**config.mk**
```make
export PLATFORM = sky130hd
export DESIGN_NAME = ifu_fetch_queue
export DESIGN_NICKNAME = d
export VERILOG_FILES = /design/src/rtl/ifu_pkg.sv /design/src/rtl/ifu_fetch_ring.sv /design/src/rtl/ifu_fetch_queue.sv
export SDC_FILE = /design/constraint.sdc
export NUM_CORES = 1
export LEC_CHECK = 0
export CORE_ASPECT_RATIO = 1.2
export CORE_UTILIZATION = 55
export DETAILED_ROUTE_END_ITERATION = 10
export PLACE_DENSITY_LB_ADDON = 0.25
export SLEW_MARGIN = 20
export SYNTH_ARGS = -nofsm -noshare
export SYNTH_HDL_FRONTEND = slang
export SYNTH_HIERARCHICAL = 1
export SYNTH_SLANG_ARGS = --single-unit
```
**constraint.sdc**
```tcl
create_clock -name clk -period 5.6 [get_ports clk]
set_clock_uncertainty 0.2 [all_clocks]
set_input_delay 1.12 -clock clk [delete_from_list [all_inputs] [get_ports clk]]
set_output_delay 1.12 -clock clk [all_outputs]
set_load 0.05 [all_outputs]
```
**src/rtl/ifu_pkg.sv**
```systemverilog
// Shared types and defaults for the instruction-fetch unit.
// Optional build macro: IFU_ADEL_CHECK_EN adds a per-entry address-error flag.
package ifu_pkg;

    // Storage widths of a queue entry; top-level ADDR_W/INSTR_W must not exceed these.
    localparam int unsigned IFU_ADDR_W  = 32;
    localparam int unsigned IFU_INSTR_W = 32;

    localparam logic [IFU_ADDR_W-1:0] IFU_RESET_PC = 32'h0000_3000;
    localparam logic [IFU_ADDR_W-1:0] IFU_EXC_PC   = 32'h0000_4180;

    typedef enum logic [1:0] {RD_NONE, RD_EXC, RD_ERET, RD_BR} redirect_e;

    typedef struct packed {
        logic [IFU_ADDR_W-1:0]  pc;
        logic [IFU_INSTR_W-1:0] instr;
        logic                   filled;
`ifdef IFU_ADEL_CHECK_EN
        logic                   adel;
`endif
    } fetch_entry_t;

    // Redirect source with fixed priority: exception > eret > branch/jump.
    function automatic redirect_e redirect_sel(input logic exc, input logic ret, input logic br);
        if (exc)       return RD_EXC;
        else if (ret)  return RD_ERET;
        else if (br)   return RD_BR;
        else           return RD_NONE;
    endfunction

endpackage

```
**src/rtl/ifu_fetch_ring.sv**
```systemverilog
// In-order ring of fetch entries: allocate at tail, fill the oldest unfilled entry,
// pop at head, clear everything on a redirect. Reports occupancy and unfilled counts.
// Optional build macro: IFU_ADEL_CHECK_EN (widens the stored entry only).
module ifu_fetch_ring
    import ifu_pkg::*;
#(
    parameter int unsigned DEPTH = 4,
    localparam int unsigned PTR_W = $clog2(DEPTH)
) (
    input  logic                   clk,
    input  logic                   reset,
    input  logic                   clear,
    input  logic                   alloc,
    input  fetch_entry_t           alloc_entry,
    input  logic                   fill,
    input  logic [IFU_INSTR_W-1:0] fill_instr,
    input  logic                   pop,
    output fetch_entry_t           head_entry,
    output logic                   head_valid,
    output logic [PTR_W:0]         alloc_cnt,
    output logic [PTR_W:0]         unfilled_cnt
);

    fetch_entry_t     entries [DEPTH];
    logic [DEPTH-1:0] valid_q;
    logic [PTR_W:0]   head_q;
    logic [PTR_W:0]   tail_q;
    logic [PTR_W-1:0] head_idx;
    logic [PTR_W-1:0] tail_idx;
    logic [PTR_W-1:0] fill_idx;
    logic [PTR_W-1:0] scan_idx;
    logic             found;

    // Pointers carry a wrap bit so full (DEPTH) and empty (0) differ.
    assign head_idx   = head_q[PTR_W-1:0];
    assign tail_idx   = tail_q[PTR_W-1:0];
    assign alloc_cnt  = tail_q - head_q;
    assign head_valid = valid_q[head_idx];
    assign head_entry = entries[head_idx];

    // Locate the oldest unfilled entry (responses return in order) and count unfilled entries.
    always_comb begin
        // NOTE: every always_comb output gets a default first so no path infers a latch.
        fill_idx     = head_idx;
        scan_idx     = head_idx;
        found        = 1'b0;
        unfilled_cnt = '0;
        for (int k = 0; k < DEPTH; k++) begin
            scan_idx = head_idx + PTR_W'(k);
            if (valid_q[scan_idx] && !entries[scan_idx].filled) begin
                unfilled_cnt = unfilled_cnt + 1'b1;
                if (!found) begin
                    fill_idx = scan_idx;
                    found    = 1'b1;
                end
            end
        end
    end

    // Control state: pointers and per-entry valid bits.
    always_ff @(posedge clk) begin
        // NOTE: sequential state uses non-blocking assignments so every reader sees pre-edge values.
        if (!reset || clear) begin
            head_q  <= '0;
            tail_q  <= '0;
            valid_q <= '0;
        end else begin
            if (alloc) begin
                valid_q[tail_idx] <= 1'b1;
                tail_q            <= tail_q + 1'b1;
            end
            if (pop) begin
                valid_q[head_idx] <= 1'b0;
                head_q            <= head_q + 1'b1;
            end
        end
    end

    // Entry payload: written on allocate and on response fill.
    always_ff @(posedge clk) begin
        // NOTE: the payload array is deliberately not reset; valid_q qualifies every read of it.
        if (alloc) begin
            entries[tail_idx] <= alloc_entry;
        end
        if (fill) begin
            entries[fill_idx].instr  <= fill_instr;
            entries[fill_idx].filled <= 1'b1;
        end
    end

endmodule

```
**src/rtl/ifu_fetch_queue.sv**
```systemverilog
// PC generator plus in-order fetch queue between the F-stage and the instruction bus.
// Issues sequential fetches under a credit limit, applies redirects (exc > eret > branch)
// and discards responses still in flight from the abandoned stream.
// Optional build macro: IFU_ADEL_CHECK_EN adds out_adel; misaligned PCs then skip the bus.
module ifu_fetch_queue
    import ifu_pkg::*;
#(
    parameter int unsigned       ADDR_W   = IFU_ADDR_W,
    parameter int unsigned       INSTR_W  = IFU_INSTR_W,
    parameter int unsigned       DEPTH    = 4,
    parameter logic [ADDR_W-1:0] RESET_PC = ADDR_W'(IFU_RESET_PC),
    parameter logic [ADDR_W-1:0] EXC_PC   = ADDR_W'(IFU_EXC_PC)
) (
    input  logic               clk,
    input  logic               reset,
    input  logic               exc_req,
    input  logic               eret,
    input  logic [ADDR_W-1:0]  epc,
    input  logic               br_valid,
    input  logic [ADDR_W-1:0]  br_pc,
    output logic               imem_req_valid,
    output logic [ADDR_W-1:0]  imem_req_addr,
    input  logic               imem_req_ready,
    input  logic               imem_rsp_valid,
    input  logic [INSTR_W-1:0] imem_rsp_data,
    output logic               out_valid,
    output logic [ADDR_W-1:0]  out_pc,
    output logic [INSTR_W-1:0] out_instr,
    input  logic               out_ready,
`ifdef IFU_ADEL_CHECK_EN
    output logic               out_adel,
`endif
    output logic [ADDR_W-1:0]  cur_pc
);

    localparam int unsigned PTR_W  = $clog2(DEPTH);
    localparam int unsigned CNT_W  = PTR_W + 1;
    // Stale responses can outnumber DEPTH after back-to-back redirects; leave headroom.
    localparam int unsigned DROP_W = PTR_W + 3;

    logic [ADDR_W-1:0] pc_q;
    logic [ADDR_W-1:0] target_pc;
    logic [DROP_W-1:0] drop_cnt;
    redirect_e         rd_sel;
    logic              flush;
    logic              credit;
    logic              misaligned;
    logic              issue;
    logic              alloc;
    logic              fill;
    logic              pop;
    logic [CNT_W-1:0]  alloc_cnt;
    logic [CNT_W-1:0]  unfilled_cnt;
    logic              head_valid;
    fetch_entry_t      alloc_entry;
    fetch_entry_t      head_entry;

    // Redirect target selection.
    always_comb begin
        rd_sel    = redirect_sel(exc_req, eret, br_valid);
        target_pc = pc_q;
        case (rd_sel)
            RD_EXC:  target_pc = EXC_PC;
            RD_ERET: target_pc = epc;
            RD_BR:   target_pc = br_pc;
            default: target_pc = pc_q;
        endcase
    end

    assign flush  = (rd_sel != RD_NONE);
    assign credit = (alloc_cnt < CNT_W'(DEPTH));

`ifdef IFU_ADEL_CHECK_EN
    assign misaligned = (pc_q[1:0] != 2'b00);
    assign out_adel   = head_entry.adel;
`else
    assign misaligned = 1'b0;
`endif

    // A misaligned PC (only detectable with the check enabled) takes a slot without a bus request.
    assign imem_req_valid = reset && !flush && credit && !misaligned;
    assign imem_req_addr  = pc_q;
    assign issue          = imem_req_valid && imem_req_ready;
    assign alloc          = issue || (reset && !flush && credit && misaligned);
    assign fill           = reset && imem_rsp_valid && !flush && (drop_cnt == '0);

    // New tail entry: ordinary fetches wait for data, misaligned ones are complete at once.
    always_comb begin
        alloc_entry        = '0;
        alloc_entry.pc     = IFU_ADDR_W'(pc_q);
        alloc_entry.filled = misaligned;
`ifdef IFU_ADEL_CHECK_EN
        alloc_entry.adel   = misaligned;
`endif
    end

    assign out_valid = reset && head_valid && head_entry.filled && !flush;
    assign pop       = out_valid && out_ready;
    assign out_pc    = ADDR_W'(head_entry.pc);
    assign out_instr = INSTR_W'(head_entry.instr);
    assign cur_pc    = pc_q;

    ifu_fetch_ring #(
        .DEPTH (DEPTH)
    ) u_ring (
        .clk          (clk),
        .reset        (reset),
        .clear        (flush),
        .alloc        (alloc),
        .alloc_entry  (alloc_entry),
        .fill         (fill),
        .fill_instr   (IFU_INSTR_W'(imem_rsp_data)),
        .pop          (pop),
        .head_entry   (head_entry),
        .head_valid   (head_valid),
        .alloc_cnt    (alloc_cnt),
        .unfilled_cnt (unfilled_cnt)
    );

    // PC sequencing and the count of old-stream responses still to be discarded.
    always_ff @(posedge clk) begin
        if (!reset) begin
            pc_q     <= RESET_PC;
            drop_cnt <= '0;
        end else if (flush) begin
            pc_q     <= target_pc;
            // A response landing in the flush cycle belongs to the old stream.
            drop_cnt <= drop_cnt + DROP_W'(unfilled_cnt) - DROP_W'(imem_rsp_valid);
        end else begin
            if (alloc) begin
                pc_q <= pc_q + ADDR_W'(4);
            end
            if (imem_rsp_valid && (drop_cnt != '0)) begin
                drop_cnt <= drop_cnt - 1'b1;
            end
        end
    end

    // Every response must have a destination: a pending discard or an unfilled entry.
    assert property (@(posedge clk) disable iff (!reset)
        imem_rsp_valid |-> ((drop_cnt != '0) || (unfilled_cnt != '0)));

endmodule

```
==> results of run 1 <==
## registers in the layout, indices dropped and copies added (netlist names), named ones only
name	count
u_ring/valid_q	4
cur_pc	32
u_ring/entries	260
u_ring/tail_q	3
u_ring/head_q	3
drop_cnt	5
## per-stage QoR
step / cells / setup slack [ps]
3_3_place_gp: 1834 / 953
5_1_grt: 1890 / 676
4_1_cts: 1890 / 871
6_report: 1890 / 871
3_5_place_dp: 1834 / 885
2_1_floorplan: 1313 / 1260
## tightest hold or removal path: cells and delay by family (launching register included)
family | cells | cell delay [ps]
DFF | 1 | 350
and+or+nand+nor | 2 | 130
## cell usage in the layout (no fill, tap or decap), types with 11 or more instances in the layout
| master | n |
|---|---|
| sky130_fd_sc_hd__o22ai_1 | 67 |
| sky130_fd_sc_hd__xnor2_1 | 24 |
| sky130_fd_sc_hd__a21oi_1 | 11 |
| sky130_fd_sc_hd__a221oi_1 | 27 |
| sky130_fd_sc_hd__dfxtp_1 | 51 |
| sky130_fd_sc_hd__clkdlybuf4s50_1 | 232 |
| sky130_fd_sc_hd__buf_4 | 28 |
| sky130_fd_sc_hd__nand2_1 | 159 |
| sky130_fd_sc_hd__xor2_1 | 15 |
| sky130_fd_sc_hd__inv_1 | 32 |
| sky130_fd_sc_hd__clkbuf_16 | 30 |
| sky130_fd_sc_hd__nand4_1 | 12 |
| sky130_fd_sc_hd__nand3_1 | 17 |
| sky130_fd_sc_hd__mux2_1 | 56 |
| sky130_fd_sc_hd__mux4_2 | 68 |
| sky130_fd_sc_hd__nor2_1 | 29 |
| sky130_fd_sc_hd__edfxtp_1 | 256 |
| sky130_fd_sc_hd__ha_1 | 25 |
| sky130_fd_sc_hd__a211oi_1 | 25 |
| sky130_fd_sc_hd__and3_1 | 68 |
| sky130_fd_sc_hd__conb_1 | 132 |
## where the power goes
part           internal, uW  switching, uW  leakage (uW)
Sequential             2530           82.1       0.00300
Combinational           261            392       0.00376
Clock                  1090            867      0.000481
## layer usage
metal | GRT usage, % | routed length [um] | vias to the layer above
li1 | - | - | 4994
met1 | 33.8 | 15000 | 5470
met2 | 52.7 | 21600 | 501
met3 | 3.70 | 2770 | 74
met4 | 8.27 | 899 | 0
met5 | 0 | 0 | -
## worst max-delay path by stage
| stage | start | end | slack, ps | depth (start not counted) |
|---|---|---|---|---|
| 2_1_floorplan | eret | u_ring/entries[0][33] | 1260 | 8 |
| 3_3_place_gp | eret | imem_req_valid | 950 | 7 |
| 3_5_place_dp | eret | imem_req_valid | 880 | 7 |
| 4_1_cts | eret | imem_req_valid | 870 | 7 |
| 5_1_grt | u_ring/head_q[1] | drop_cnt[4] | 680 | 17 |
| 6_report | eret | imem_req_valid | 870 | 7 |
## area by class of cell
cell class | count | area, um^2 | share of cell area (%)
clock buffer | 39 | 825 | 4.25
timing repair buffer | 261 | 2550 | 13.2
tap | 374 | 468 | 2.41
clock inverter | 17 | 129 | 0.665
inverter | 35 | 131 | 0.678
sequential | 309 | 8750 | 45.2
multi-input combinational | 855 | 6520 | 33.7
==> results.md, run 1 <==
| Step | Item | Value |
| --- | --- | --- |
| clock tree | Post-CTS Hold Buffers | 0 |
| worst setup path | Worst path bufs/invs | 3 |
| worst hold path | Origin of the worst min-delay path | u_ring/entries[3][0] |
| yosys | Post-synthesis instance total | 1182 |
| floorplanning | Row cnt | 66 |
| pwr | Pwr Total | 5220 uW |
| clock tree | Clock tree from TritonCTS | built |
| timing | Min Tclk post-route | 4730 ps |
| global route | Global-route congestion overflow total | 0 |
| worst setup path | Type of the worst setup path | primary input to output pin |
| clock tree | # Post-CTS Setup Buffers | 0 |
| drt | Sum of routed wire length over all layers | 40300 um |
| global route | Largest net degree at the start of global routing | 67 |
| timing | Post-route clock period utilization | 84.5% |
| pwr | Worst VDD drop | 0.000267 V |
| worst setup path | Critical path peak fanout | 6 |
| worst setup path | Slowest cell on the critical path | sky130_fd_sc_hd__clkdlybuf4s50_1 |
| floorplanning | Effective utilization at floorplan | 56.5% |
| drt | Remaining antenna violation count | 0 |
| placed design | HPWL reported at the end of detailed placement | 24800 um |
| drt | Via Count | 11000 |
| timing | Minimum hold slack | 326 ps |
| pwr | Pwr dens | 269 nW/um^2 |
| worst setup path | Startpoint of the lowest-slack register-to-register path | u_ring/head_q[1] |
| floorplanning | Die H | 186 um |
| worst setup path | Chain of cells forming the critical path | clkdlybuf4s50_1 -> inv_1 -> a21oi_1 -> ha_2 -> nand2_1 -> nor2_1 -> clkdlybuf4s50_1 |
| final layout | Fraction of final layout cells sized beyond drive strength 1 | 12.3% |
| final layout | Final nets | 1624 |
| worst hold path | Hold-critical path endpoint | u_ring/entries[3][0] |
| yosys | Post-Synthesis Cell Area | 15500 um^2 |
| final layout | Antenna diode count | 0 |
| worst setup path | Crit end category | output pin |
| final layout | Summed area of non-filler cells in the final layout | 19400 um^2 |
| worst setup path | Startpoint Class | primary input |
| run status | Status | finished, final reports clean |
| drt | Wire length per cell | 21.3 um |
| drt | Drc violations | 0 |
| floorplanning | Core area | 27400 um^2 |
| clock tree | Worst-Skew Late Latency | 570 ps |
| placed design | Post-place instance area | 18400 um^2 |
| worst setup path | Slowest stage delay, CP | 830 ps |
| timing | Setup repair after global routing missed its margin | no |
| clock tree | H-tree Lvls | 1 |
| final layout | Fin util | 70.7% |
| yosys | Mean instance size in the synthesized netlist | 13.1 um^2 |
| timing | Number of setup violations in the final report | 0 |
| timing | Final TNS setup | 0 ps |
| clock tree | CTS Buffer Depth | 3 |
| global route | Total Routing Usage GR | 28.1% |
| floorplanning | # IOs | 234 |
| timing | Total count of hold-check failures in the final report | 0 |
| worst setup path | Critical path data required time | 4280 ps |
| clock tree | Root buffer cell | sky130_fd_sc_hd__clkbuf_16 |
| yosys | Synth warn | 6 |
| timing | Normalized max-slew margin | 29.6% |
| timing | Least-Margin Pin Slew | 1060 ps |
| clock tree | PostCTS Resize Cnt | 0 |
| worst setup path | Most Frequent Cell on Critical Path | sky130_fd_sc_hd__clkdlybuf4s50_1 |
| worst hold path | Number of instances on the worst hold path | 2 |
| final layout | Area Growth Syn to Fin | 25.0% |
| drt | Post-detailed-route via-to-cell ratio | 5.84 |
| worst setup path | Endpoint of the lowest-slack register-to-register path | u_ring/entries[0][11] |
| placed design | Number of port buffers | 233 |
| floorplanning | Die width | 155 um |
| worst setup path | Arrival time at the worst endpoint | 3410 ps |
| final layout | Count of filler cells inserted in the layout | 1958 |
| global route | Global-route wire length before repair | 61600 um |
| floorplanning | Total Die Area | 28900 um^2 |
| timing | Max frequency | 211 MHz |
| pwr | Leakage power total | 0.00725 uW |
| timing | Final count of pins violating max slew | 0 |
| worst setup path | Kind of cell adding the most delay to the critical path | buffers and inverters |
| global route | Number of antenna violations at the first check in global routing | 0 |
| worst setup path | Reg-to-reg slack, setup | 1050 ps |
| global route | Vias in the first global route | 11300 |
| placed design | GP Congestion | 0.884 |
| clock tree | Cts bufs inserted | 30 |
| clock tree | Clock input transition at the sequential cells of the worst setup and hold paths | 60 ps |
| drt | First DRT Iteration DRCs | 775 |
| worst hold path | Min-delay worst type | register to register |
| worst setup path | Depth of the most critical reg-to-reg path | 10 |
| clock tree | Sink count of the clock tree | 309 |
| drt | First-pass iteration count of the detailed router | 5 |
| flow run | Number of maximum-capacitance constraint violations | 0 |
(Power assumes the default switching activity.)
==> inputs of run 2 (changes only) <==
==> constraint.sdc (replaced) <==
create_clock -name clk -period 4.7 [get_ports clk]
set_clock_uncertainty 0.2 [all_clocks]
set_input_delay 0.94 -clock clk [delete_from_list [all_inputs] [get_ports clk]]
set_output_delay 0.94 -clock clk [all_outputs]
set_load 0.05 [all_outputs]
==> results.md, run 2 (synthesis gave the netlist of run 1 again) <==
| Step | Item | Value | Change |
| --- | --- | --- | --- |
| run status | Status | finished, final reports clean |  |
| floorplanning | Die width | 155 um | unchanged |
| worst hold path | Hold-critical path endpoint | u_ring/entries[1][0] |  |
| clock tree | Clock tree from TritonCTS | built |  |
| placed design | GP Congestion | 0.905 | +2.4% |
| final layout | Antenna diode count | 0 | unchanged |
| floorplanning | Row cnt | 66 | unchanged |
| worst setup path | Startpoint Class | register |  |
| worst setup path | Startpoint of the lowest-slack register-to-register path | u_ring/head_q[0] |  |
| timing | Setup repair after global routing missed its margin | no |  |
| placed design | HPWL reported at the end of detailed placement | 25400 um | +2.2% |
| global route | Global-route congestion overflow total | 0 | unchanged |
| drt | Post-detailed-route via-to-cell ratio | 5.87 | +0.58% |
| timing | Total count of hold-check failures in the final report | 0 | unchanged |
| timing | Max frequency | 232 MHz |  |
| floorplanning | Effective utilization at floorplan | 56.5% | unchanged |
| worst hold path | Number of instances on the worst hold path | 2 | unchanged |
| floorplanning | # IOs | 234 | unchanged |
| worst setup path | Arrival time at the worst endpoint | 4580 ps | +1170 ps |
| clock tree | # Post-CTS Setup Buffers | 0 | unchanged |
| worst setup path | Depth of the most critical reg-to-reg path | 17 | +7 |
| final layout | Register with the highest flop count | u_ring/entries |  |
| clock tree | Post-CTS Hold Buffers | 0 | unchanged |
| clock tree | Sink count of the clock tree | 309 | unchanged |
| drt | Via Count | 11100 | +0.90% |
| pwr | Worst VDD drop | 0.000252 V | -5.6% |
| timing | Final count of pins violating max slew | 0 | unchanged |
| floorplanning | Die H | 186 um | unchanged |
| worst setup path | Crit end category | register |  |
| final layout | Final nets | 1630 | +0.37% |
| global route | Global-route wire length before repair | 63200 um | +2.6% |
| worst setup path | Critical path peak fanout | 7 | +1 |
| drt | Drc violations | 0 | unchanged |
| clock tree | PostCTS Resize Cnt | 0 | unchanged |
| drt | First DRT Iteration DRCs | 909 | +17% |
| clock tree | Cts bufs inserted | 30 | unchanged |
| worst setup path | Critical path data required time | 4970 ps | +690 ps |
| worst setup path | Reg-to-reg slack, setup | 390 ps | -660 ps |
| placed design | Number of port buffers | 233 | unchanged |
| timing | Post-route clock period utilization | 91.7% |  |
| pwr | Leakage power total | 0.00728 uW | +0.47% |
| drt | Remaining antenna violation count | 0 | unchanged |
| final layout | Fraction of final layout cells sized beyond drive strength 1 | 12.4% | +0.083 points |
| global route | Number of antenna violations at the first check in global routing | 0 | unchanged |
| final layout | Highest-count cells in the layout ignoring fill and taps | 256 x sky130_fd_sc_hd__edfxtp_1, 231 x sky130_fd_sc_hd__clkdlybuf4s50_1, 159 x sky130_fd_sc_hd__nand2_1 |  |
| worst setup path | Type of the worst setup path | register to register |  |
| clock tree | Clock input transition at the sequential cells of the worst setup and hold paths | 70 ps | about the same |
| global route | Largest net degree at the start of global routing | 67 | unchanged |
| worst setup path | Slowest stage delay, CP | 470 ps | -360 ps |
| floorplanning | Core area | 27400 um^2 | unchanged |
| flow run | Number of maximum-capacitance constraint violations | 0 | unchanged |
| clock tree | CTS Buffer Depth | 3 | unchanged |
| pwr | Pwr dens | 319 nW/um^2 | +19% |
| timing | Min Tclk post-route | 4310 ps |  |
| drt | Sum of routed wire length over all layers | 40800 um | +1.5% |
| timing | Number of setup violations in the final report | 0 | unchanged |
| worst setup path | Endpoint of the lowest-slack register-to-register path | drop_cnt[4] |  |
| floorplanning | Total Die Area | 28900 um^2 | unchanged |
| final layout | Flip-flop count of the largest register, all copies and words added | 260 | unchanged |
| global route | Vias in the first global route | 11400 | +0.86% |
| clock tree | H-tree Lvls | 1 | unchanged |
| worst setup path | Chain of cells forming the critical path | inv_2 -> ha_1 -> mux2_2 -> ha_1 -> xor2_1 -> ha_1 -> nor2b_1 -> xnor2_1 -> inv_1 -> ha_1 -> inv_1 -> ha_1 -> nor2b_1 -> o21ai_0 -> nand2_1 -> xnor2_1 -> a311oi_1 |  |
| worst hold path | Origin of the worst min-delay path | u_ring/entries[1][0] |  |
| clock tree | Root buffer cell | sky130_fd_sc_hd__clkbuf_16 |  |
| drt | Wire length per cell | 21.5 um | +1.1% |
| final layout | Count of filler cells inserted in the layout | 1932 | -1.3% |
| timing | Final TNS setup | 0 ps | unchanged |
| placed design | Cell count after placement | 1840 | +0.33% |
| clock tree | Worst-Skew Late Latency | 560 ps | about the same |
| final layout | Final standard cell count with taps included and fillers excluded | 1896 | +0.32% |
| worst setup path | Most Frequent Cell on Critical Path | sky130_fd_sc_hd__ha_1 |  |
| drt | First-pass iteration count of the detailed router | 5 | unchanged |
| global route | Total Routing Usage GR | 28.8% | +0.70 points |
| timing | Normalized max-slew margin | 29.8% | +0.17 points |
| final layout | Most common library cell in the layout ignoring fill and taps | sky130_fd_sc_hd__edfxtp_1 |  |
| worst setup path | Slowest cell on the critical path | sky130_fd_sc_hd__dfxtp_1 |  |
| final layout | Area Growth Syn to Fin | 25.7% |  |
| timing | Least-Margin Pin Slew | 1050 ps | -2.59 ps |
| worst hold path | Min-delay worst type | register to register |  |
==> run 2: final cells by class <==
cell class | instances | area, um^2 | share of cell area (%)
clock inverter | 17 | 116 | 0.597
clock buffer | 39 | 826 | 4.24
inverter | 35 | 131 | 0.675
timing repair buffer | 267 | 2660 | 13.6
multi-input combinational | 855 | 6520 | 33.5
sequential | 309 | 8750 | 44.9
tap | 374 | 468 | 2.40
==> run 2: power breakdown <==
| part | switching (uW) | leakage, uW | internal [uW] | total, uW |
|---|---|---|---|---|
| Clock | 1030 | 0.000465 | 1290 | 2320 |
| Combinational | 470 | 0.00381 | 314 | 785 |
| Sequential | 99.5 | 0.00300 | 3010 | 3110 |
| Total | 1600 | 0.00728 | 4620 | 6220 |
==> run 2: through the flow <==
step                util (%)  power (uW)  area [um^2]  hold slack (ps)  worst slack (ps)
global route            71.0        6410        19500              341              53.1
floorplan                  -        3650        16000              269               455
CTS                     71.0        6240        19500              330               382
finish                  71.0        6220        19500              336               389
detailed placement      67.6        3940        18500              312               380
global placement        67.6        3930        18500              309               498
==> run 2: worst max path at each step <==
stage	start	endpoint	cells after the start
floorplan	u_ring/head_q[1]	u_ring/entries[1][10]	11
global placement	u_ring/head_q[0]	drop_cnt[4]	17
detailed placement	u_ring/head_q[0]	drop_cnt[4]	17
CTS	u_ring/head_q[0]	drop_cnt[4]	17
global route	u_ring/head_q[0]	drop_cnt[4]	17
finish	u_ring/head_q[0]	drop_cnt[4]	17
==> run 2: metal layers <==
metal,wire length [um],track usage (%),vias to the layer above
met5,0,0,-
met4,1160,10.2,0
met3,3340,4.03,83
met2,21500,53.7,619
met1,14900,34.0,5417
li1,-,-,5019
==> run 2: worst max-delay path, delay by kind of cell, from the launching register on <==
family | cells | cell delay, ps
fa+ha+maj | 5 | 1510
compound gates | 2 | 530
xor+xnor | 3 | 510
flops | 1 | 470
simple gates | 3 | 400
mux | 1 | 380
buf+inv | 3 | 240
==> inputs of run 3 (changes only) <==
==> constraint.sdc (replaced) <==
create_clock -name clk -period 4.7 [get_ports clk]
set_clock_uncertainty 0.2 [all_clocks]
set_input_delay 0.94 -clock clk [delete_from_list [all_inputs] [get_ports clk]]
set_output_delay 0.94 -clock clk [all_outputs]
set_load 0.01 [all_outputs]
==> results.md, run 3 (synthesis gave the netlist of run 1 again) <==
| Step | Item | Value | Change |
| --- | --- | --- | --- |
| clock tree | H-tree Lvls | 1 | unchanged |
| worst setup path | Startpoint of the lowest-slack register-to-register path | u_ring/head_q[0] |  |
| clock tree | Clock input transition at the sequential cells of the worst setup and hold paths | 60 ps | about the same |
| pwr | Combinational power share | 9.9% | -2.7 points |
| timing | Final TNS setup | 0 ps | unchanged |
| final layout | Highest-count cells in the layout ignoring fill and taps | 256 x sky130_fd_sc_hd__edfxtp_1, 233 x sky130_fd_sc_hd__clkdlybuf4s50_1, 159 x sky130_fd_sc_hd__nand2_1 |  |
| worst setup path | Arrival time at the worst endpoint | 3270 ps | -1310 ps |
| timing | Least-Margin Pin Slew | 1060 ps | +9.67 ps |
| pwr | Part of the power in the clock network | 39.2% | +1.9 points |
| drt | First DRT Iteration DRCs | 786 | -14% |
| floorplanning | # IOs | 234 | unchanged |
| worst setup path | Depth of the most critical reg-to-reg path | 17 | unchanged |
| timing | Number of setup violations in the final report | 0 | unchanged |
| global route | Global-route wire length before repair | 61800 um | -2.2% |
| clock tree | Worst-Skew Late Latency | 560 ps | about the same |
| floorplanning | Row cnt | 66 | unchanged |
| final layout | Register with the highest flop count | u_ring/entries |  |
| final layout | Area Growth Syn to Fin | 25.9% |  |
| drt | Post-detailed-route via-to-cell ratio | 5.84 | -0.55% |
| pwr | Pwr dens | 313 nW/um^2 | -1.8% |
| worst setup path | Worst path bufs/invs | 4 | +1 |
| worst setup path | Startpoint Class | primary input |  |
| global route | Global-route congestion overflow total | 0 | unchanged |
| final layout | Fraction of final layout cells sized beyond drive strength 1 | 12.9% | +0.46 points |
| global route | Total Routing Usage GR | 28.3% | -0.54 points |
| clock tree | Sink count of the clock tree | 309 | unchanged |
| timing | Min Tclk post-route | 4410 ps | +94.9 ps |
| clock tree | Root buffer cell | sky130_fd_sc_hd__clkbuf_16 |  |
| run status | Status | finished, final reports clean |  |
| final layout | Most common library cell in the layout ignoring fill and taps | sky130_fd_sc_hd__edfxtp_1 |  |
| worst setup path | Type of the worst setup path | primary input to output pin |  |
| placed design | HPWL reported at the end of detailed placement | 25100 um | -1.1% |
| global route | Largest net degree at the start of global routing | 67 | unchanged |
| pwr | Pwr Total | 6110 uW | -1.7% |
| timing | Setup repair after global routing missed its margin | no |  |
| final layout | Final standard cell count with taps included and fillers excluded | 1896 | unchanged |
| floorplanning | Die width | 155 um | unchanged |
| drt | Wire length per cell | 21.3 um | -1.3% |
| worst setup path | Critical path data required time | 3560 ps | -1410 ps |
| pwr | Switching fraction of total power | 23.1% | -2.6 points |
| timing | Max frequency | 227 MHz | -2.2% |
| clock tree | Cts bufs inserted | 29 | -3.3% |
| worst setup path | Slowest cell on the critical path | sky130_fd_sc_hd__clkdlybuf4s50_1 |  |
| pwr | Worst VDD drop | 0.000246 V | -2.2% |
| final layout | Final nets | 1631 | +0.061% |
| timing | Post-route clock period utilization | 93.8% | +2.0 points |
| floorplanning | Core area | 27400 um^2 | unchanged |
| worst setup path | Crit end category | output pin |  |
| timing | Final count of pins violating max slew | 0 | unchanged |
| pwr | Total internal power | 4700 uW | +1.8% |
| clock tree | CTS Buffer Depth | 3 | unchanged |
| worst setup path | Critical path peak fanout | 6 | -1 |
| drt | Sum of routed wire length over all layers | 40300 um | -1.3% |
| final layout | Antenna diode count | 0 | unchanged |
| pwr | Proportion of power drawn by flip-flops and latches | 50.9% | +0.8 points |
| global route | Number of antenna violations at the first check in global routing | 0 | unchanged |
| drt | Drc violations | 0 | unchanged |
| worst setup path | Chain of cells forming the critical path | clkdlybuf4s50_1 -> inv_1 -> a21oi_1 -> ha_2 -> inv_1 -> nor2_1 -> and3_1 -> clkdlybuf4s50_1 |  |
| worst setup path | Slowest stage delay, CP | 540 ps | +70 ps |
| worst setup path | Setup crit end | out_valid |  |
| final layout | Flip-flop count of the largest register, all copies and words added | 260 | unchanged |
| timing | Normalized max-slew margin | 29.1% | -0.64 points |
| pwr | NetSw | 1410 uW | -12% |
| drt | Via Count | 11100 | -0.55% |
| worst setup path | Endpoint of the lowest-slack register-to-register path | drop_cnt[4] |  |
| pwr | Leakage power total | 0.00731 uW | +0.38% |
| worst hold path | Min-delay worst type | register to register |  |
| global route | Vias in the first global route | 11300 | -0.27% |
| floorplanning | Total Die Area | 28900 um^2 | unchanged |
| floorplanning | Die H | 186 um | unchanged |
| placed design | Cell count after placement | 1842 | +0.11% |
| worst setup path | Crit path from | eret |  |
| drt | First-pass iteration count of the detailed router | 5 | unchanged |
| final layout | Fin util | 71.2% | +0.12 points |
| drt | Remaining antenna violation count | 0 | unchanged |
| worst setup path | Kind of cell adding the most delay to the critical path | buffers and inverters |  |
| placed design | Number of port buffers | 233 | unchanged |
| worst setup path | Reg-to-reg slack, setup | 460 ps | +70 ps |
| clock tree | Post-CTS Hold Buffers | 0 | unchanged |
| timing | Total count of hold-check failures in the final report | 0 | unchanged |
| worst setup path | Count of cell instances traversed by the critical path | 8 | -9 |
| placed design | GP Congestion | 0.832 | -8.0% |
| flow run | Number of maximum-capacitance constraint violations | 0 | unchanged |
| worst hold path | Origin of the worst min-delay path | u_ring/valid_q[0] |  |
| clock tree | Clock tree from TritonCTS | built |  |
| timing | Minimum hold slack | 340 ps | +4.62 ps |
| floorplanning | Effective utilization at floorplan | 56.5% | unchanged |
==> run 3: changes by cell type in the layout (fill, tap and decap cells not counted), sizes merged <==
cell / change
clkdlybuf4s50: +2
clkinv: -7
clkbuf: -1
inv: +6
==> run 3: power by group through the flow <==
stage	combinational, uW	clock [uW]	sequential (uW)
6_report	606	2400	3110
2_1_floorplan	336	0	3130
3_3_place_gp	586	0	3160
3_5_place_dp	596	0	3170
5_1_grt	653	2530	3120
4_1_cts	601	2430	3110
==> run 3: worst min-delay path by stage <==
stage | endpoint | slack, ps | cells after the start
2_1_floorplan | u_ring/entries[3][0] | 270 | 2
3_3_place_gp | u_ring/entries[0][0] | 300 | 2
3_5_place_dp | u_ring/entries[3][0] | 320 | 2
4_1_cts | u_ring/entries[2][0] | 340 | 2
5_1_grt | u_ring/head_q[2] | 360 | 2
6_report | u_ring/valid_q[0] | 340 | 2
==> run 3: repair_timing <==
action                                  CTS  global route
setup buffers                             0             0
endpoints found under the setup margin    0             1
resized for setup                         0             1
==> run 3: metal layers <==
layer | global-route usage [%] | vias up | wire [um]
met1 | 33.5 | 5448 | 14900
li1 | - | 5017 | -
met3 | 4.17 | 90 | 3210
met2 | 52.2 | 522 | 21000
met5 | 0 | - | 0
met4 | 10.4 | 0 | 1130
==> run 3: final cells by class <==
| cell class | instances | area, um^2 |
|---|---|---|
| Clock buffer | 38 | 875 |
| Sequential cell | 309 | 8750 |
| Tap cell | 374 | 468 |
| Timing Repair Buffer | 269 | 2640 |
| Multi-Input combinational cell | 855 | 6520 |
| Clock inverter | 16 | 119 |
| Fill cell | 1958 | 7910 |
| Inverter | 35 | 131 |
==> run 3: metrics by stage <==
step,setup slack (ps),area [um^2]
after floorplan,455,16000
after global placement,324,18500
after detailed placement,292,18500
after CTS,297,19500
after global routing,84.9,19500
final,294,19500
==> run 3: worst reg2reg max path: cells and delay by family (launching register included) <==
| kind | cells | cell delay (ps) |
|---|---|---|
| AO/OA/AOI/OAI | 2 | 490 |
| XOR/XNOR | 3 | 510 |
| adder cells (fa/ha/maj) | 5 | 1510 |
| buffers and inverters | 3 | 230 |
| flip-flops | 1 | 430 |
| multiplexers | 1 | 380 |
| AND/OR/NAND/NOR | 3 | 400 |
